--- src/rtl/fpu_pkg.sv ---
// Shared FPU definitions: arbiter FSM state encoding and the f2i invalid-result value.
package fpu_pkg;

    typedef enum logic [1:0] {
        IDLE = 2'd0,
        CONV = 2'd1,
        RESP = 2'd2
    } state_t;

    localparam logic [31:0] F2I_INVALID_VAL = 32'h8000_0000;

endpackage

--- src/rtl/f2i.sv ---
// Combinational IEEE-754 single to int32 conversion, truncating toward zero.
module f2i
    import fpu_pkg::*;
(
    input  logic [31:0] a,
    output logic [31:0] d,
    output logic        p_lost,
    output logic        denorm,
    output logic        invalid
);

    logic        sign;
    logic [7:0]  exp_f;
    logic [22:0] frac;
    logic        hidden;
    logic [4:0]  shamt;
    logic [55:0] shifted;
    logic [31:0] mag;

    assign sign   = a[31];
    assign exp_f  = a[30:23];
    assign frac   = a[22:0];
    assign hidden = |exp_f;
    assign denorm = ~hidden & (|frac);
    // 158 - exp mod 32; exact for the only exponents that use it (127..157)
    assign shamt  = 5'd30 - exp_f[4:0];

    always_comb begin
        shifted = {hidden, frac, 32'h0} >> shamt;
        mag     = shifted[55:24];
        d       = '0;
        p_lost  = 1'b0;
        invalid = 1'b0;
        if (exp_f == 8'hFF) begin
            invalid = 1'b1;
            d       = F2I_INVALID_VAL;
        end else if (exp_f < 8'd127) begin
            p_lost = hidden | (|frac);
        end else if (exp_f >= 8'd158) begin
            // only -2^31 exactly is representable; its bit pattern equals the invalid value
            invalid = ~(sign && (exp_f == 8'd158) && (frac == '0));
            d       = F2I_INVALID_VAL;
        end else begin
            d      = sign ? -mag : mag;
            p_lost = |shifted[23:0];
        end
    end

endmodule

--- src/rtl/rr_arbiter.sv ---
// Round-robin arbiter: priority starts at ptr and ascends modulo N_REQ.
module rr_arbiter #(
    parameter int N_REQ = 4,
    parameter int ID_W  = $clog2(N_REQ)
) (
    input  logic [N_REQ-1:0] req,
    input  logic [ID_W-1:0]  ptr,
    input  logic             en,
    output logic [N_REQ-1:0] gnt,
    output logic [ID_W-1:0]  id
);

    localparam logic [ID_W:0] N_L = (ID_W+1)'(N_REQ);

    logic [ID_W:0] pos;
    logic          found;

    always_comb begin
        gnt   = '0;
        id    = '0;
        found = 1'b0;
        pos   = '0;
        for (int unsigned k = 0; k < N_REQ; k++) begin
            pos = {1'b0, ptr} + (ID_W+1)'(k);
            if (pos >= N_L) pos = pos - N_L;
            if (en && !found && req[pos[ID_W-1:0]]) begin
                gnt[pos[ID_W-1:0]] = 1'b1;
                id                 = pos[ID_W-1:0];
                found              = 1'b1;
            end
        end
    end

endmodule

--- src/rtl/f2i_arbiter.sv ---
// Shares one f2i converter among N_REQ requesters with round-robin arbitration,
// registered operand/result and an invalid-result counter.
module f2i_arbiter
    import fpu_pkg::*;
#(
    parameter int N_REQ = 4,
    parameter int ID_W  = 2,
    parameter int CNT_W = 16
) (
    input  logic                clk,
    input  logic                clrn,
    input  logic [N_REQ-1:0]    req_valid,
    input  logic [N_REQ*32-1:0] req_a,
    output logic [N_REQ-1:0]    req_ready,
    output logic                rsp_valid,
    input  logic                rsp_ready,
    output logic [ID_W-1:0]     rsp_id,
    output logic [31:0]         rsp_d,
    output logic                rsp_p_lost,
    output logic                rsp_denorm,
    output logic                rsp_invalid,
    output logic [CNT_W-1:0]    inv_count,
    input  logic                cnt_clr
);

    localparam logic [ID_W-1:0] LAST_ID = ID_W'(N_REQ - 1);

    state_t           state, state_nx;
    logic [ID_W-1:0]  ptr;
    logic [ID_W-1:0]  op_id;
    logic [31:0]      op_a;
    logic [N_REQ-1:0] gnt;
    logic [ID_W-1:0]  gnt_id;
    logic             arb_en;
    logic             granted;
    logic [31:0]      f_d;
    logic             f_p_lost, f_denorm, f_invalid;

    // clrn gating keeps req_ready low while reset is asserted
    assign arb_en    = clrn & ((state == IDLE) | ((state == RESP) & rsp_ready));
    assign granted   = |gnt;
    assign req_ready = gnt;

    rr_arbiter #(
        .N_REQ(N_REQ),
        .ID_W (ID_W)
    ) u_arb (
        .req(req_valid),
        .ptr(ptr),
        .en (arb_en),
        .gnt(gnt),
        .id (gnt_id)
    );

    f2i u_f2i (
        .a      (op_a),
        .d      (f_d),
        .p_lost (f_p_lost),
        .denorm (f_denorm),
        .invalid(f_invalid)
    );

    always_comb begin
        state_nx = state;
        unique case (state)
            IDLE:    if (granted) state_nx = CONV;
            CONV:    state_nx = RESP;
            RESP:    if (rsp_ready) state_nx = granted ? CONV : IDLE;
            default: state_nx = IDLE;
        endcase
    end

    always_ff @(posedge clk or negedge clrn) begin
        if (!clrn) begin
            state <= IDLE;
            ptr   <= '0;
            op_a  <= '0;
            op_id <= '0;
        end else begin
            state <= state_nx;
            if (granted) begin
                op_a  <= req_a[32*gnt_id +: 32];
                op_id <= gnt_id;
                ptr   <= (gnt_id == LAST_ID) ? '0 : gnt_id + 1'b1;
            end
        end
    end

    always_ff @(posedge clk or negedge clrn) begin
        if (!clrn) begin
            rsp_valid   <= 1'b0;
            rsp_id      <= '0;
            rsp_d       <= '0;
            rsp_p_lost  <= 1'b0;
            rsp_denorm  <= 1'b0;
            rsp_invalid <= 1'b0;
        end else if (state == CONV) begin
            rsp_valid   <= 1'b1;
            rsp_id      <= op_id;
            rsp_d       <= f_d;
            rsp_p_lost  <= f_p_lost;
            rsp_denorm  <= f_denorm;
            rsp_invalid <= f_invalid;
        end else if ((state == RESP) && rsp_ready) begin
            rsp_valid <= 1'b0;
        end
    end

    always_ff @(posedge clk or negedge clrn) begin
        if (!clrn) begin
            inv_count <= '0;
        end else if (cnt_clr) begin
            inv_count <= '0;
        end else if ((state == CONV) && f_invalid && (inv_count != '1)) begin
            inv_count <= inv_count + 1'b1;
        end
    end

endmodule

--- config.mk ---
export PLATFORM = sky130hd
export DESIGN_NAME = f2i_arbiter
export DESIGN_NICKNAME = d
export VERILOG_FILES = /design/src/rtl/fpu_pkg.sv /design/src/rtl/f2i.sv /design/src/rtl/rr_arbiter.sv /design/src/rtl/f2i_arbiter.sv
export SDC_FILE = /design/constraint.sdc
export NUM_CORES = 1
export LEC_CHECK = 0
export ABC_AREA = 0
export CAP_MARGIN = 10
export CORE_ASPECT_RATIO = 0.7
export CORE_MARGIN = 3
export CORE_UTILIZATION = 40
export DETAILED_ROUTE_END_ITERATION = 8
export GPL_ROUTABILITY_DRIVEN = 0
export GPL_TIMING_DRIVEN = 0
export PLACE_DENSITY = 0.67
export SYNTH_ARGS = -nofsm -noshare
export SYNTH_HDL_FRONTEND = slang
export SYNTH_HIERARCHICAL = 1
export SYNTH_SLANG_ARGS = --single-unit
--- constraint.sdc ---
create_clock -name clk -period 4.44 [get_ports clk]
set_input_delay 0.444 -clock clk [delete_from_list [all_inputs] [get_ports clk]]
set_output_delay 0.444 -clock clk [all_outputs]
set_load 0.005 [all_outputs]
==> flow_summary.yaml <==
route:
  ant_nets: 0
  first_pass_iters: 7
  drc: 0
  wl_per_cell_um: 19.3
  first_iter_violations: 923
  vias: 8645
  routed_via_density: 6.00
  drt_wl_total_um: 27800
final_layout:
  final_util_pct: 58.4
  drive_gt1_share_pct: 24.1
  diodes: 0
  layout.nets: 1313
  stdcell_count: 1440
  synthToLayoutAreaGrowth_pct: 40.2
sta:
  setup_viol: 0
  slew_headroom_pct: 20.3
  min_period_over_period_pct: 98.6
  clock.fmax_ghz: 0.228
  holdWs_ps: 76.1
  finClkSkew_ps: 10.4
  rsz0062_at_grt: "yes"
  worstMarginPinSlew_ps: 1180
  finalMaxSlewViolations: 0
  hold_violations: 0
  min_period_ps: 4380
worst_setup_path:
  worstReg2RegStart: "op_a[23]"
  critPathKind: "reg2reg"
  worstPathMaxFanout: 8
  end_kind: "flip-flop"
  required_ps: 4750
  arrival_ps: 4680
  setup.worst_path.start: "op_a[23]"
  critPathLaunchType: "flip-flop"
die:
  initial_core_util_pct: 41.6
  coreArea_mm2: 0.0203
  die_x_um: 180
  io_pins: 194
  dieArea_mm2: 0.0229
  rows: 43
  die_h_um: 128
global_routing:
  grt_pass1_wl_um: 44100
  grt_usage_pct: 23.5
  grt_pass1_vias: 8293
  grt_max_degree: 49
  antenna_found_initial: 0
  grt-ovfl-total: 0
min_path:
  worstHoldPathType: "in2async"
logic_synthesis:
  synthCells: 904
  synth_edf_count: 0
  synthDistinctLibCells: 92
  async_reset_ff_share_pct: 100
  synth_area_per_cell_um2: 9.34
  netlist_area_mm2: 0.00844
  ys_ff_latch: 92
  yosys_warnings: 6
  synthFlopType: "dfrtp_1"
  ys_seq_area_share_pct: 27.3
  syn_nets: 1052
place:
  place_inst: 1367
  port_buffers: 192
  dp_hpwl_um: 20600
clock_tree:
  cts_root_buffer: "clkbuf_16"
  clock_insertion_delay_worst_skew_ps: 370
  numCtsBuffers: 9
  cts.sinks: 92
  path_clk_slew_ps: 70
  hold_buffers: 0
  ctsLongestPathBuffers: 2
  htree_levels: 3
  cts_tree: "built"
status:
  outcome: "completed"
job:
  drv_cap: 0
## cells by family (layout without fill, tap and decap cells)
logic type | Yosys count | after routing | share of synthesized area, %
flip-flops | 92 | 92 | 27.3
buffers and inverters | 81 | 347 | 4.71
multiplexers | 151 | 151 | 27.0
XOR/XNOR | 32 | 32 | 3.54
adder cells (fa/ha/maj) | 12 | 12 | 1.78
AO/OA/AOI/OAI | 173 | 173 | 14.7
AND/OR/NAND/NOR | 363 | 363 | 21.0
## per-layer routing
metal	track usage (%)	wire, um
met5	0	0
met4	5.86	423
met3	8.71	3240
met2	33.7	11800
met1	33.7	12400
## synthesized netlist by cell type (5+ instances only)
library cell,instances,area [um^2]
a21o_1,5,37.5
a21oi_1,35,175
a221o_1,7,70.1
a31oi_1,5,31.3
and2_1,6,37.5
and3_1,9,56.3
buf_2,21,105
buf_6,7,78.8
clkbuf_1,33,124
dfrtp_1,92,2300
ha_1,12,150
inv_1,10,37.5
mux2_2,55,619
mux2i_1,37,370
mux4_2,55,1240
nand2_1,157,589
nand3_1,21,105
nand3b_1,8,60.1
nand4_1,9,56.3
nor2_1,65,244
nor2b_1,7,43.8
nor3_1,22,110
nor4_1,13,81.3
nor4b_1,5,43.8
o211ai_1,5,37.5
o21ai_0,31,155
o22ai_1,8,50.1
o31ai_1,9,67.6
or3_1,11,68.8
xnor2_1,15,131
xor2_1,16,140
## registers in the layout, indices dropped and copies added, names as in the netlist, 2 cells and up
signal     count
inv_count     16
op_a          32
op_id          2
ptr            2
rsp_d         32
rsp_id         2
state          2
## layout by cell type (no fill, tap or decap), drive strengths merged, types with 12 or more instances in the layout
master / instances
mux4: 55
clkbuf: 43
clkdlybuf4s50: 191
nand2: 157
buf: 94
nor3: 23
nand3: 21
mux2i: 37
o21ai: 35
xor2: 16
nor4: 14
xnor2: 16
nor2: 65
mux2: 59
a21oi: 35
dfrtp: 92
inv: 16
ha: 12
## worst max-delay path: stages (launching register included)
cell,delay [ps]
dfrtp_1,370
buf_6,140
clkinv_8,50
ha_4,360
buf_8,150
mux2_2,380
mux4_2,520
mux2i_2,250
a2bb2oi_2,250
nand3_1,150
or4b_1,560
buf_6,170
or4_4,500
a21o_1,190
a21oi_1,130
nand2_1,70
nand2_1,80
## area by class of cell
cell class	count	area (um^2)
buffer	67	390
clock buffer	9	225
clock inverter	7	76.3
fill	1803	8450
inverter	12	57.6
multi-input combinational	731	6040
sequential	92	2300
tap	270	338
timing repair buffer	252	2410
## what timing repair did
action | 4_1_cts | 5_1_grt
endpoints found under the setup margin | 26 | 54
pin swaps | 10 | 17
cloned | 1 | 0
gates resized for setup | 48 | 28
buffers inserted | 42 | 15
## metrics by stage
step / area (um^2) / setup slack, ps / setup TNS [ps]
CTS: 11700 / 0.553 / 0
finish: 11800 / 61.7 / 0
detailed placement: 10800 / -789 / -16740
floorplan: 8480 / 14.9 / 0
global route: 11800 / -83.0 / -431
global placement: 10700 / -3040 / -174240
## path summary, 6_finish.rpt
| kind | to | slack (ps) | depth (start not counted) |
|---|---|---|---|
| setup reg to reg | rsp_d[25] | 60 | 16 |
| max in group asynchronous | op_id[0] | 3730 | 2 |
| hold reg to reg | rsp_d[19] | 470 | 2 |
| hold / removal | rsp_d[13] | 80 | 1 |
| min in group clk | inv_count[15] | 430 | 2 |
| setup / recovery | rsp_d[25] | 60 | 16 |
Power is left out: the tool's default activity adds up to more than one toggle a clock period on the data nets, which glitch-free logic cannot reach.
